File: src/rtl/alu_pkg.sv
// Shared opcode encodings and FSM state type for the alu_pipe block.
package alu_pkg;

    localparam logic [2:0] OP_ADD    = 3'b000;
    localparam logic [2:0] OP_SUB    = 3'b001;
    localparam logic [2:0] OP_XOR    = 3'b010;
    localparam logic [2:0] OP_AND    = 3'b011;
    localparam logic [2:0] OP_OR     = 3'b100;
    localparam logic [2:0] OP_MULT   = 3'b101;
    localparam logic [2:0] OP_LSHIFT = 3'b110;
    localparam logic [2:0] OP_RSHIFT = 3'b111;

    typedef enum logic [1:0] {
        ST_IDLE     = 2'd0,
        ST_MUL_BUSY = 2'd1,
        ST_HOLD     = 2'd2
    } state_t;

endpackage

File: src/rtl/alu_mul_seq.sv
// Iterative shift-add multiplier: the first partial product is taken on start,
// the remaining W-1 on the following cycles; done marks the final busy cycle.
module alu_mul_seq #(
    parameter int W = 8
) (
    input  logic           clk,
    input  logic           rst_n,
    input  logic           start,
    input  logic [W-1:0]   a,
    input  logic [W-1:0]   b,
    output logic           busy,
    output logic           done,
    output logic [2*W-1:0] product
);

    localparam int CW = $clog2(W);

    logic [2*W-1:0] mcand;
    logic [2*W-1:0] acc;
    logic [W-1:0]   mplier;
    logic [CW-1:0]  cnt;

    always_ff @(posedge clk or negedge rst_n) begin
        if (!rst_n) begin
            mcand  <= '0;
            acc    <= '0;
            mplier <= '0;
            cnt    <= '0;
            busy   <= 1'b0;
        end else if (start) begin
            acc    <= b[0] ? {{W{1'b0}}, a} : '0;
            mcand  <= {{W{1'b0}}, a} << 1;
            mplier <= b >> 1;
            cnt    <= CW'(W - 1);
            busy   <= 1'b1;
        end else if (busy) begin
            if (cnt == '0) begin
                busy <= 1'b0;
            end else begin
                if (mplier[0]) begin
                    acc <= acc + mcand;
                end
                mcand  <= mcand << 1;
                mplier <= mplier >> 1;
                cnt    <= cnt - CW'(1);
            end
        end
    end

    assign done    = busy && (cnt == '0);
    assign product = acc;

endmodule

File: src/rtl/alu_pipe.sv
// Handshaked ALU with a 2*DATA_WIDTH registered result and flags.
// Build option ALU_PIPE_FAST_MUL_EN selects a single-cycle multiply.
module alu_pipe
    import alu_pkg::*;
#(
    parameter int DATA_WIDTH = 8
) (
    input  logic                    clk,
    input  logic                    rst_n,
    input  logic                    in_valid,
    output logic                    in_ready,
    input  logic [DATA_WIDTH-1:0]   operand_a,
    input  logic [DATA_WIDTH-1:0]   operand_b,
    input  logic [2:0]              op_code,
    output logic                    out_valid,
    input  logic                    out_ready,
    output logic [2*DATA_WIDTH-1:0] op_result,
    output logic                    flag_zero,
    output logic                    flag_carry,
    output logic                    flag_ovf
);

    localparam int W       = DATA_WIDTH;
    localparam int RW      = 2 * DATA_WIDTH;
    localparam int SHIFT_W = $clog2(DATA_WIDTH);

    state_t          state;
    state_t          state_next;
    logic            accept;
    logic            iter_mul;
    logic            load_alu;
    logic            load_mul;
    logic [RW-1:0]   a_ext;
    logic [RW-1:0]   b_ext;
    logic [RW-1:0]   alu_res;
    logic            alu_carry;
    logic            alu_ovf;
    logic            mul_busy;
    logic            mul_done;
    logic [RW-1:0]   mul_product;

`ifdef ALU_PIPE_FAST_MUL_EN
    localparam logic FAST_MUL = 1'b1;
    assign mul_busy    = 1'b0;
    assign mul_done    = 1'b0;
    assign mul_product = '0;
`else
    localparam logic FAST_MUL = 1'b0;
    logic mul_start;
    assign mul_start = accept && iter_mul;

    alu_mul_seq #(.W(W)) u_mul (
        .clk     (clk),
        .rst_n   (rst_n),
        .start   (mul_start),
        .a       (operand_a),
        .b       (operand_b),
        .busy    (mul_busy),
        .done    (mul_done),
        .product (mul_product)
    );
`endif

    // Valid/ready: a transfer happens on any cycle with valid && ready on that
    // port; valid never waits on ready, and the result is held until taken.
    assign in_ready  = (state == ST_IDLE) || ((state == ST_HOLD) && out_ready);
    assign out_valid = (state == ST_HOLD);
    assign accept    = in_valid && in_ready;
    assign iter_mul  = !FAST_MUL && (op_code == OP_MULT);
    assign load_alu  = accept && !iter_mul;
    assign load_mul  = (state == ST_MUL_BUSY) && mul_busy && mul_done;

    always_comb begin
        state_next = state;
        case (state)
            ST_IDLE:     if (accept) state_next = iter_mul ? ST_MUL_BUSY : ST_HOLD;
            ST_MUL_BUSY: if (load_mul) state_next = ST_HOLD;
            ST_HOLD: begin
                if (out_ready) begin
                    if (accept) state_next = iter_mul ? ST_MUL_BUSY : ST_HOLD;
                    else        state_next = ST_IDLE;
                end
            end
            default:     state_next = ST_IDLE;
        endcase
    end

    always_comb begin
        a_ext     = {{W{1'b0}}, operand_a};
        b_ext     = {{W{1'b0}}, operand_b};
        alu_res   = '0;
        alu_carry = 1'b0;
        alu_ovf   = 1'b0;
        case (op_code)
            OP_ADD: begin
                alu_res   = a_ext + b_ext;
                alu_carry = alu_res[W];
                alu_ovf   = (operand_a[W-1] == operand_b[W-1]) && (alu_res[W-1] != operand_a[W-1]);
            end
            OP_SUB: begin
                alu_res   = a_ext - b_ext;
                alu_carry = operand_a < operand_b;
                alu_ovf   = (operand_a[W-1] != operand_b[W-1]) && (alu_res[W-1] != operand_a[W-1]);
            end
            OP_XOR:    alu_res = a_ext ^ b_ext;
            OP_AND:    alu_res = a_ext & b_ext;
            OP_OR:     alu_res = a_ext | b_ext;
`ifdef ALU_PIPE_FAST_MUL_EN
            OP_MULT:   alu_res = a_ext * b_ext;
`else
            OP_MULT:   alu_res = '0;
`endif
            OP_LSHIFT: alu_res = a_ext << operand_b[SHIFT_W-1:0];
            OP_RSHIFT: alu_res = {{W{1'b0}}, operand_a >> operand_b[SHIFT_W-1:0]};
            default:   alu_res = '0;
        endcase
    end

    always_ff @(posedge clk or negedge rst_n) begin
        if (!rst_n) begin
            state      <= ST_IDLE;
            op_result  <= '0;
            flag_zero  <= 1'b0;
            flag_carry <= 1'b0;
            flag_ovf   <= 1'b0;
        end else begin
            state <= state_next;
            if (load_alu) begin
                op_result  <= alu_res;
                flag_zero  <= (alu_res == '0);
                flag_carry <= alu_carry;
                flag_ovf   <= alu_ovf;
            end else if (load_mul) begin
                op_result  <= mul_product;
                flag_zero  <= (mul_product == '0);
                flag_carry <= 1'b0;
                flag_ovf   <= 1'b0;
            end
        end
    end

endmodule

File: config.mk
export PLATFORM = sky130hd
export DESIGN_NAME = alu_pipe
export DESIGN_NICKNAME = d
export VERILOG_FILES = /design/src/rtl/alu_pkg.sv /design/src/rtl/alu_mul_seq.sv /design/src/rtl/alu_pipe.sv
export SDC_FILE = /design/constraint.sdc
export NUM_CORES = 1
export LEC_CHECK = 0
export CAP_MARGIN = 20
export CORE_MARGIN = 2
export CORE_UTILIZATION = 55
export CTS_CLUSTER_DIAMETER = 40
export DETAILED_ROUTE_END_ITERATION = 16
export DONT_BUFFER_PORTS = 1
export PLACE_DENSITY = 0.69
export SYNTH_ARGS = -nofsm -noshare
export SYNTH_HDL_FRONTEND = slang
export SYNTH_SLANG_ARGS = --single-unit
File: constraint.sdc
create_clock -name clk -period 3.12 [get_ports clk]
set_input_delay 0.468 -clock clk [delete_from_list [all_inputs] [get_ports clk]]
set_output_delay 0.468 -clock clk [all_outputs]
set_load 0.005 [all_outputs]
# Yosys cells after proc, flatten, opt, wreduce, memory -nomap -nowiden
# Cells that the tools add are included.
[totals]
regBits = 65
latchBits = 0
ram_bits = 0
romBits = 0
in_bits = 23
output_inout_bits = 21
word_cells = 92
memories = 0
[classes]
add_sub_neg = 4
n_mul = 0
n_div = 0
order_cmp = 1
n_eq_ne = 17
shifts = 2
n_mux = 33
bitwise = 3
n_reduce_logical = 22
[ops]
columns = ["operator", "n"]
rows = [
  ["two-way mux 16 bit", 9],
  ["one-hot mux 16 bit (8 select lines)", 1],
  ["zero test 16 bit", 2],
  ["two-way mux 8 bit", 4],
  ["adder 16 bit", 1],
  ["left shift 8 x 3 -> 16 bit", 1],
  ["equality test 3 bit (second input constant)", 4],
  ["two-way mux 2 bit", 5],
  ["adder 8 x 8 -> 9 bit", 1],
  ["logical AND 1 bit", 9],
  ["two-way mux 3 bit", 3],
  ["subtractor 8 x 8 -> 9 bit", 1],
  ["bitwise AND 8 bit", 1],
  ["less-than comparator 8 bit", 1],
  ["two-way mux 1 bit", 8],
  ["bitwise OR 8 bit", 1],
  [">> shifter 8 x 3 -> 8 bit", 1],
  ["bitwise XOR 8 bit", 1],
  ["equality test 3 x 2 -> 1 bit (second input constant)", 2],
  ["zero test 3 bit", 2],
  ["inequality test 2 bit (second input constant)", 3],
  ["one-hot mux 2 bit (3 select lines)", 1],
  ["AND reduction 3 bit", 2],
  ["nonzero test 2 bit", 3],
  ["12 further kinds", 15],
]

# Longest topological paths before layout
# Gate-level depths: netlist of the first run.
[logic_depth]
word_depth = 7
depth_mapped = 12
mapped_depth_nobuf = 12

# By module
# From an unflattened synthesis of the first run, not the netlist that was laid out.
[unflattened]
cells_unflattened = 664
hier_area_um2 = 5406.4
[modules_own_cells]
columns = ["module", "instances", "cells_each", "area_each_um2", "seq_area_each_um2"]
rows = [
  ["alu_pipe", 1, 378, 2826.5, 525.5],
  ["alu_mul_seq", 1, 286, 2580.0, 1051.0],
]

# Worst setup path after synthesis of the first run
# Ideal clock, no wire load.
[synth_path]
path_type = "input to register"
from = "in operand_b[2]"
to = "reg flag_zero"
setup_ps = 103
arrival_ps = 2572
required_time_ps = 3017
setup_slack_ps = 445
stages = 12
path_buffers = 2
cell_sequence = "buf_2 -> inv_1 -> ha_1 -> buf_2 -> xnor2_1 -> a221oi_1 -> a21oi_1 -> a31oi_1 -> o221ai_1 -> nor4_2 -> nand4_1 -> o41ai_2"
[synth_between]
elab_chain_cells = 4
word_cells_on_any_way = 10
classes_between = "add/sub: 2; shift: 2; mux: 2; bitwise: 3; reduce/logical: 1"
[synth_rtl]
columns = ["item", "line_no", "source"]
rows = [
  ["start, declared", "alu_pipe.sv:13", "input logic [DATA_WIDTH-1:0] operand_b,"],
  ["subtractor 8 x 8 -> 9 bit, or another cell as far along", "alu_pipe.sv:101", "alu_res = a_ext - b_ext;"],
  ["one-hot mux 16 bit (8 select lines) *", "alu_pipe.sv:94", "case (op_code)"],
  ["zero test 16 bit *", "alu_pipe.sv:130", "flag_zero <= (alu_res == '0);"],
  ["two-way mux 1 bit *", "alu_pipe.sv:128", "if (load_alu) begin"],
  ["end signal, assigned", "alu_pipe.sv:130", ""],
  ["end signal, assigned", "alu_pipe.sv:135", "flag_zero <= (mul_product == '0);"],
  ["end, declared", "alu_pipe.sv:18", "output logic flag_zero,"],
]
# Every way passes the cells marked *; elsewhere a longest branch is shown, timed or not.
# A chain may end at the register's enable or synchronous reset.

# Worst setup path in the final report of the first run
# Ends and elaborated chain as after synthesis.

==> impl_metrics.csv, run 1 <==
group,metric,value,unit
critical_path,setup.worst_path.end_class,"register",
yosys,ys.warnings.count,0,
routing,wirelength,15700,um
clock_network,cts_resized,0,
routing,first_pass_iters,6,
floorplanning,start_util,56.6,%
clock_network,clk_pin_slew_worst_paths,0.08,ns
yosys,synth.largest_area_cell,"dfrtp_1",
routing,drc_errors,0,
critical_path,max_stage_delay,0.47,ns
final_layout,drive_above_1_share,6.30,%
timing,post-route-period-util,86.7,%
yosys,avgSynthCellArea,7.95,um2
clock_network,numCtsBuffers,9,
timing,hold_violations,0,
global_routing,grt_pass1_wl,24800,um
placement,post-dp-hpwl,11800,um
routing,via_per_inst,6.27,
floorplanning,die_y,102,um
clock_network,postCtsSetupBuffers,0,
floorplanning,dieArea,10300,um2
timing,rsz0062_at_grt,"no",
yosys,synthXorXnorAreaFrac,2.68,%
routing,vias,4894,
global_routing,antenna_found_initial,0,
clock_network,cts.sinks,63,
yosys,synthAdderAreaFrac,10.9,%
clock_network,root_buffer,"clkbuf_8",
critical_path,crit_chain,"inv_1 > ha_1 > nor2b_1 > o21ai_0 > a211oi_1 > o21a_1 > a21boi_0 > nand4_1 > o41ai_2",
final_layout,final_net_count,713,
yosys,synth_edf_count,0,
power_and_ir_drop,sequentialPowerShare,36.9,%
yosys,synthTopCellsByArea,"dfrtp_1 (30%), ha_1 (9.8%), nand2_1 (7.1%)",
final_layout,n_fill_cell,862,
yosys,syn_inst,658,
timing,slew_violations,0,
timing,skew,0.0191,ns
power_and_ir_drop,internal-power,0.00217,W
critical_path,critPathArrivalTime,2.93,ns
hold_path,hp-class,"input pin to register",
final_layout,diodes,0,
floorplanning,dieWidth,102,um
yosys,synth_compound_area_share,25.6,%
yosys,synth_common_cells,"nand2_1 (99), dfrtp_1 (63), nor2_1 (63), a21oi_1 (61), o21ai_0 (42)",
placement,gp_congestion,0.949,
final_layout,utilization,60.0,%
run_status,status,"complete, no violations",
clock_network,cts.htree.levels,3,
power_and_ir_drop,power.switching,0.00162,W
yosys,syn-cell-area,5230,um2
clock_network,cts_tree,"built",
routing,ant_nets,0,
yosys,synth_cell_types,71,
timing,setup_violations,0,
yosys,syn-num-nets,725,
placement,portBuffers,0,
yosys,seq_area_frac_synth,30.1,%
routing,wire_per_inst,20.2,um
clock_network,cts_hold_buf,2,
final_layout,syn_to_final_growth,5.98,%
power_and_ir_drop,power_leakage,2.54,nW
critical_path,worstSetupPathType,"input pin to register",
power_and_ir_drop,p_sw_share,42.6,%
critical_path,cp.required,3.35,ns
critical_path,cp_slowest_cell,"a211oi_1",
yosys,synth_top_area_share,30.1,%
critical_path,cp_max_fo,24,
power_and_ir_drop,pwr-share-clk,18.2,%
yosys,async_flop_share,100,%
global_routing,grt_overflow_total,0,
timing,tns,0,ns
yosys,ys_ff_latch,63,
power_and_ir_drop,ir_drop,0.420,mV
timing,max_freq,0.369,GHz
critical_path,start_kind,"input pin",
power_and_ir_drop,power.density,684,nW/um2
yosys,synthSimpleGateAreaFrac,20.5,%
yosys,yosysMostFrequentCell,"nand2_1",
yosys,synth-main-ff-cell,"dfrtp_1",
global_routing,grt_max_degree,64,
timing,tightest_slew,0.813,ns
floorplanning,core,9240,um2
yosys,synth_top_family_by_area,"compound AO/OA/AOI/OAI gates",
job,cap_violations,0,
timing,slew_headroom,45.6,%
global_routing,grt_pass1_vias,4599,
clock_network,clk_latency,0.35,ns
floorplanning,io_pins,44,
clock_network,cts_buffer_depth,2,
timing,final.min_clock_period,2.71,ns
yosys,synthMuxAreaShare,4.57,%
power_and_ir_drop,share_comb_of_total_power,44.8,%
routing,drt_iter0_drc,322,
global_routing,grt_usage,31.2,%
floorplanning,rows,35,
[layer usage]
metal / track usage [%] / wire length, um / vias to the layer above
li1: - / - / 2337
met1: 42.9 / 7130 / 2366
met2: 48.4 / 7210 / 165
met3: 6.90 / 993 / 26
met4: 10.7 / 414 / 0
met5: 0 / 0 / -
[cell usage in the layout, fill, tap and decap left out, drive strengths merged, types with 8 or more instances in the layout]
| cell type | Yosys | layout |
|---|---|---|
| a21o | 8 | 8 |
| dfrtp | 63 | 63 |
| o21ai | 42 | 42 |
| buf | 13 | 16 |
| nand2b | 9 | 9 |
| and3 | 9 | 9 |
| nand3 | 12 | 12 |
| a211oi | 8 | 8 |
| nand2 | 99 | 99 |
| a21oi | 61 | 61 |
| inv | 29 | 29 |
| clkbuf | 27 | 12 |
| mux2i | 19 | 19 |
| ha | 41 | 41 |
| xnor2 | 9 | 9 |
| a31oi | 20 | 20 |
| nor2b | 12 | 12 |
| nor2 | 63 | 63 |
[worst max-delay path: cells and delay by family]
family	cells	cell delay [ns]
buffers and inverters	1	0.17
AND/OR/NAND/NOR	2	0.30
AO/OA/AOI/OAI	5	1.60
adder cells (fa/ha/maj)	1	0.38
[final timing paths]
path / end / slack (ns) / startpoint / cells after the start
max in group asynchronous: u_mul.mplier[1] / 2.18 / rst_n / 2
setup reg to reg: u_mul.product[15] / 0.46 / u_mul.mcand[1] / 11
min in group asynchronous: u_mul.product[10] / 0.68 / rst_n / 2
setup / recovery: flag_zero / 0.41 / operand_b[2] / 9
hold reg to reg: u_mul.cnt[1] / 0.52 / u_mul.cnt[1] / 2
hold / removal: u_mul.product[2] / 0.27 / operand_a[2] / 2
[state kept, by name, summed over array words and instances (netlist names)]
name	flops
flag_carry	1
u_mul.busy	1
flag_zero	1
u_mul.product	16
u_mul.mcand	15
state	2
op_result	16
u_mul.mplier	7
flag_ovf	1
u_mul.cnt	3
[stage by stage]
| step | worst slack, ns | cells | instance area [um2] | total power [W] | hold WS (ns) |
|---|---|---|---|---|---|
| floorplan | 0.445 | 658 | 5230 | 0.00264 | 0.172 |
| global placement | 0.242 | 762 | 5320 | 0.00300 | 0.174 |
| detailed placement | 0.0575 | 762 | 5320 | 0.00308 | 0.174 |
| CTS | 0.403 | 780 | 5550 | 0.00379 | 0.261 |
| global route | 0.208 | 780 | 5550 | 0.00407 | 0.279 |
| finish | 0.414 | 780 | 5550 | 0.00379 | 0.266 |
[cell type report]
cell class | count | area (um2) | area share [%]
multi-input combinational | 526 | 3360 | 60.7
tap | 129 | 161 | 2.91
inverter | 29 | 109 | 1.96
sequential | 63 | 1580 | 28.4
clock buffer | 12 | 155 | 2.80
timing repair buffer | 17 | 150 | 2.71
clock inverter | 4 | 30.0 | 0.541
[power groups by stage]
stage | clock network (W) | registers, W | logic [W]
3_3_place_gp | 0 | 0.00141 | 0.00160
2_1_floorplan | 0 | 0.00131 | 0.00133
6_report | 0.000692 | 0.00140 | 0.00170
3_5_place_dp | 0 | 0.00142 | 0.00166
4_1_cts | 0.000693 | 0.00140 | 0.00169
5_1_grt | 0.000733 | 0.00143 | 0.00190
[kinds of logic (layout without fill, tap and decap cells)]
group           count (synthesis)  after routing
xor+xnor                       16             16
flops                          63             63
simple gates                  237            237
mux                            22             22
buf+inv                        69             62
compound gates                207            207
fa+ha+maj                      44             44
No activity file was read; power rests on OpenSTA's default activity.
==> inputs of run 2 (changes only) <==
--- a/config.mk
+++ b/config.mk
@@ -11,6 +11,7 @@
 export CTS_CLUSTER_DIAMETER = 40
 export DETAILED_ROUTE_END_ITERATION = 16
 export DONT_BUFFER_PORTS = 1
+export GPL_TIMING_DRIVEN = 0
 export PLACE_DENSITY = 0.69
 export SYNTH_ARGS = -nofsm -noshare
 export SYNTH_HDL_FRONTEND = slang
==> impl_metrics.csv, run 2 (synthesis gave the netlist of run 1 again) <==
group,metric,value,unit
global_routing,grt_usage,33.2,%
global_routing,grt_pass1_vias,4754,
critical_path,critPathArrivalTime,3.24,ns
final_layout,final_cell_mix,"nand2_1 (99), nor2_1 (63), dfrtp_1 (63)",
floorplanning,io_pins,44,
critical_path,cp_slowest_cell,"a21boi_0",
clock_network,root_buffer,"clkbuf_8",
routing,ant_nets,0,
global_routing,grt_pass1_wl,26400,um
final_layout,n_fill_cell,827,
critical_path,start_kind,"input pin",
critical_path,cp_common_cell,"buf_2",
timing,hold_violations,0,
critical_path,r2r_cells,11,
power_and_ir_drop,power.density,687,nW/um2
clock_network,clk_pin_slew_worst_paths,0.09,ns
floorplanning,die_y,102,um
critical_path,crit_chain,"buf_2 > inv_1 > ha_1 > buf_2 > nor2b_1 > o21ai_0 > a211oi_2 > buf_4 > o21a_1 > a21boi_0 > nand4_1 > o41ai_2",
global_routing,grt_overflow_total,0,
power_and_ir_drop,ir_drop,0.429,mV
critical_path,startpoint,"operand_b[2]",
floorplanning,dieWidth,102,um
placement,post-dp-hpwl,12800,um
timing,post-route-period-util,96.0,%
clock_network,clk_latency,0.35,ns
critical_path,cp.required,3.36,ns
placement,portBuffers,0,
hold_path,whs_path_depth,2,
clock_network,cts.htree.levels,3,
routing,wirelength,16500,um
power_and_ir_drop,power_leakage,2.56,nW
clock_network,cts_buffer_depth,2,
hold_path,worstHoldStart,"operand_a[2]",
floorplanning,rows,35,
clock_network,cts.sinks,63,
run_status,status,"complete, no violations",
routing,first_pass_iters,8,
hold_path,hp-class,"input pin to register",
critical_path,max_stage_delay,0.38,ns
routing,drc_errors,0,
final_layout,final_cells,806,
critical_path,ff2ff_setup_slack,0.28,ns
critical_path,rr_endpoint,"u_mul.product[15]",
placement,place_inst,787,
critical_path,cp_max_fo,10,
timing,setup_violations,0,
floorplanning,core,9240,um2
timing,max_freq,0.334,GHz
routing,drt_iter0_drc,531,
routing,vias,5060,
critical_path,reg2reg_from,"u_mul.product[1]",
final_layout,final_common_cell,"nand2_1",
clock_network,numCtsBuffers,9,
floorplanning,start_util,56.6,%
timing,slew_violations,0,
timing,skew,0.0186,ns
final_layout,final_net_count,739,
final_layout,syn_to_final_growth,7.96,%
final_layout,diodes,0,
hold_path,holdPathEnd,"u_mul.product[2]",
critical_path,setup.worst_path.end_class,"register",
placement,gp_congestion,1.01,
timing,tightest_slew,0.835,ns
global_routing,grt_max_degree,64,
final_layout,drive_above_1_share,5.91,%
critical_path,crit_family,"compound AO/OA/AOI/OAI gates",
routing,via_per_inst,6.28,
routing,wire_per_inst,20.5,um
final_layout,design_area,5650,um2
critical_path,worstPathBufferInverterCount,4,
critical_path,worstSetupPathType,"input pin to register",
global_routing,antenna_found_initial,0,
timing,slew_headroom,44.4,%
timing,final.min_clock_period,3.00,ns
clock_network,cts_tree,"built",
placement,dpl_cell_area,5400,um2
floorplanning,dieArea,10300,um2
job,cap_violations,0,
run 2: changes by cell type in the layout (fill, tap and decap cells not counted), sizes merged:
cell | previous run | this run
clkbuf | 12 | 37
buf | 16 | 15
clkinv | 3 | 2
inv | 29 | 30
bufinv | 0 | 1
clkinvlp | 1 | 2
run 2: through the flow:
| stage | hold slack, ns | total power, W | worst slack [ns] | setup TNS (ns) | utilization, % |
|---|---|---|---|---|---|
| CTS | 0.245 | 0.00386 | 0.180 | 0 | 61.1 |
| floorplan | 0.172 | 0.00264 | 0.445 | 0 | - |
| detailed placement | 0.174 | 0.00308 | -0.362 | -0.384 | 58.4 |
| global placement | 0.174 | 0.00302 | -0.357 | -0.366 | 58.4 |
| finish | 0.256 | 0.00388 | 0.125 | 0 | 61.2 |
| global route | 0.267 | 0.00419 | -0.0158 | -0.0158 | 61.2 |
run 2: layer usage:
layer | share of wire, % | GRT usage, %
met1 | 45 | 48.9
met3 | 7.8 | 6.07
met5 | 0 | 0
met4 | 2.3 | 9.04
met2 | 45 | 50.1
run 2: repair_timing:
item / 4_1_cts / 5_1_grt
hold buffers: 2 / 0
resized for setup: 1 / 0
setup buffers: 0 / 1
pin swaps: 0 / 1
hold endpoints to repair: 63 / 0
endpoints found under the setup margin: 1 / 1
run 2: how the worst max path moves through the flow:
stage | to | slack, ns | cells past startpoint
final | flag_zero | 0.12 | 12
after floorplan | flag_zero | 0.44 | 12
after detailed placement | flag_zero | -0.36 | 11
after CTS | flag_zero | 0.18 | 11
after global routing | flag_zero | -0.02 | 12
after global placement | flag_zero | -0.36 | 11
run 2: cell type report:
class                   count  area, um2  area share (%)
flip-flops and latches     63       1580            27.9
repair buffers              3       45.0           0.797
clock inverters             6       67.6            1.20
well taps                 129        161            2.86
plain buffers              40        184            3.26
multi-input cells         526       3370            59.6
inverters                  29        109            1.93
clock buffers              10        138            2.44
run 2: report_power, final:
| group | switching (W) | total (W) | internal (W) |
|---|---|---|---|
| sequential | 0.000310 | 0.00142 | 0.00111 |
| combinational | 0.00100 | 0.00171 | 0.000709 |
| clock | 0.000356 | 0.000749 | 0.000394 |
run 2: worst reg2reg max path, stage by stage, from the launching register on:
cell and delay, ns:
dfrtp_1 0.48, ha_1 0.22, inv_1 0.06, fa_1 0.38
nor2b_1 0.21, o31a_1 0.21, o211ai_1 0.15, a31oi_1 0.27
a31oi_1 0.15, xor2_1 0.18, or3_1 0.32, a21oi_1 0.14
==> inputs of run 3 (changes only) <==
==> constraint.sdc (replaced) <==
create_clock -name clk -period 3.71 [get_ports clk]
set_input_delay 0.5565 -clock clk [delete_from_list [all_inputs] [get_ports clk]]
set_output_delay 0.5565 -clock clk [all_outputs]
set_load 0.005 [all_outputs]
==> impl_metrics.csv, run 3 (synthesis gave the netlist of run 1 again) <==
group,metric,value,unit
clock_network,cts_tree,"built",
final_layout,syn_to_final_growth,7.53,%
floorplanning,io_pins,44,
timing,post-route-period-util,88.3,%
clock_network,root_buffer,"clkbuf_8",
global_routing,grt_pass1_wl,26300,um
run_status,status,"complete, no violations",
clock_network,cts_resized,0,
global_routing,grt_busiest_layer,"met2",
final_layout,drive_above_1_share,5.63,%
critical_path,cp_max_fo,10,
critical_path,setup.worst_path.end_class,"register",
final_layout,final_common_cell,"nand2_1",
final_layout,design_area,5630,um2
power_and_ir_drop,ir_drop,0.360,mV
clock_network,clk_pin_slew_worst_paths,0.07,ns
power_and_ir_drop,share_comb_of_total_power,44.0,%
global_routing,gr-usage-met2,49.9,%
routing,ant_nets,0,
timing,setup_violations,0,
routing,first_pass_iters,6,
global_routing,grt_pass1_vias,4710,
clock_network,numCtsBuffers,9,
floorplanning,dieArea,10300,um2
routing,via_per_inst,6.25,
clock_network,cts.sinks,63,
timing,tightest_slew,0.794,ns
power_and_ir_drop,power.switching,0.00140,W
placement,gp_congestion,1.01,
critical_path,cp.required,3.96,ns
final_layout,n_fill_cell,832,
timing,final.min_clock_period,3.27,ns
routing,drc_errors,0,
timing,max_freq,0.305,GHz
hold_path,hp-class,"input pin to async pin",
global_routing,grt_util_met1,48.4,%
power_and_ir_drop,pwr-share-clk,19.3,%
timing,hold_violations,0,
global_routing,grt_usage,33.1,%
critical_path,critPathArrivalTime,3.52,ns
global_routing,grt_overflow_total,0,
final_layout,final_net_count,737,
floorplanning,dieWidth,102,um
timing,slew_violations,0,
power_and_ir_drop,internal-power,0.00186,W
routing,wire_per_inst,20.3,um
power_and_ir_drop,power.density,579,nW/um2
placement,portBuffers,0,
power_and_ir_drop,power_leakage,2.55,nW
clock_network,clk_latency,0.35,ns
power_and_ir_drop,sequentialPowerShare,36.7,%
timing,skew,0.0174,ns
floorplanning,rows,35,
clock_network,cts_buffer_depth,2,
placement,dpl_cell_area,5400,um2
clock_network,postCtsSetupBuffers,0,
critical_path,start_kind,"input pin",
routing,wirelength,16300,um
job,cap_violations,0,
timing,tns,0,ns
placement,post-dp-hpwl,12800,um
timing,slew_headroom,47.1,%
timing,rsz0062_at_grt,"no",
final_layout,final_cell_mix,"nand2_1 (99), nor2_1 (63), dfrtp_1 (63)",
floorplanning,start_util,56.6,%
clock_network,cts.htree.levels,3,
global_routing,grt_max_degree,64,
final_layout,diodes,0,
floorplanning,core,9240,um2
power_and_ir_drop,p_sw_share,42.9,%
final_layout,final_cells,804,
routing,drt_iter0_drc,503,
placement,place_inst,787,
floorplanning,die_y,102,um
routing,vias,5029,
global_routing,antenna_found_initial,0,
critical_path,worstSetupPathType,"input pin to register",
global_routing,grt_use_met3,6.83,%
[run 3: final timing paths]
check / start / endpoint / slack [ns] / cells past startpoint
max: operand_b[2] / flag_zero / 0.44 / 11
min in group clk: operand_a[2] / u_mul.product[2] / 0.34 / 2
min reg2reg: u_mul.mplier[6] / u_mul.mplier[6] / 0.52 / 2
max reg2reg: u_mul.product[1] / u_mul.product[15] / 0.88 / 11
max in group asynchronous: rst_n / u_mul.product[4] / 3.36 / 1
min: rst_n / u_mul.product[0] / 0.08 / 1
[run 3: timing repair]
item	CTS	global route
endpoints found under the setup margin	0	0
hold buffers	1	0
endpoints found under the hold margin	63	0
[run 3: layout make-up]
cell class,instances,area [um2],share of cell area [%]
multi-input cells,526,3360,59.8
plain buffers,40,184,3.27
flip-flops and latches,63,1580,28.0
well taps,129,161,2.87
repair buffers,1,27.5,0.489
inverters,29,109,1.93
clock inverters,6,67.6,1.20
clock buffers,10,138,2.45
[run 3: worst max-delay path, cell delays in order]
cell	delay, ns
buf_2	0.20
inv_1	0.17
ha_1	0.30
buf_2	0.17
nor2b_1	0.11
o21ai_0	0.12
a211oi_1	0.60
o21a_1	0.39
a21boi_0	0.38
nand4_1	0.19
o41ai_2	0.32
[run 3: power by group through the flow]
stage | Sequential (W) | Clock, W | Combinational, W
floorplan | 0.00110 | 0 | 0.00112
global placement | 0.00120 | 0 | 0.00134
detailed placement | 0.00120 | 0 | 0.00139
CTS | 0.00119 | 0.000641 | 0.00142
global route | 0.00122 | 0.000673 | 0.00162
finish | 0.00120 | 0.000629 | 0.00143
[run 3: routing by layer]
metal,vias to the layer above,routed length [um]
li1,2375,-
met1,2405,7290
met2,218,7350
met3,31,1340
met4,0,340
met5,-,0
[run 3: through the flow]
stage	utilization [%]	total power, W	hold slack (ns)	setup WS [ns]
final	60.9	0.00326	0.0825	0.435
after global placement	58.4	0.00254	0.262	0.145
after floorplan	-	0.00222	0.261	0.946
after CTS	60.9	0.00325	0.0811	0.489
after global routing	60.9	0.00352	0.0879	0.269
after detailed placement	58.4	0.00259	0.262	0.140
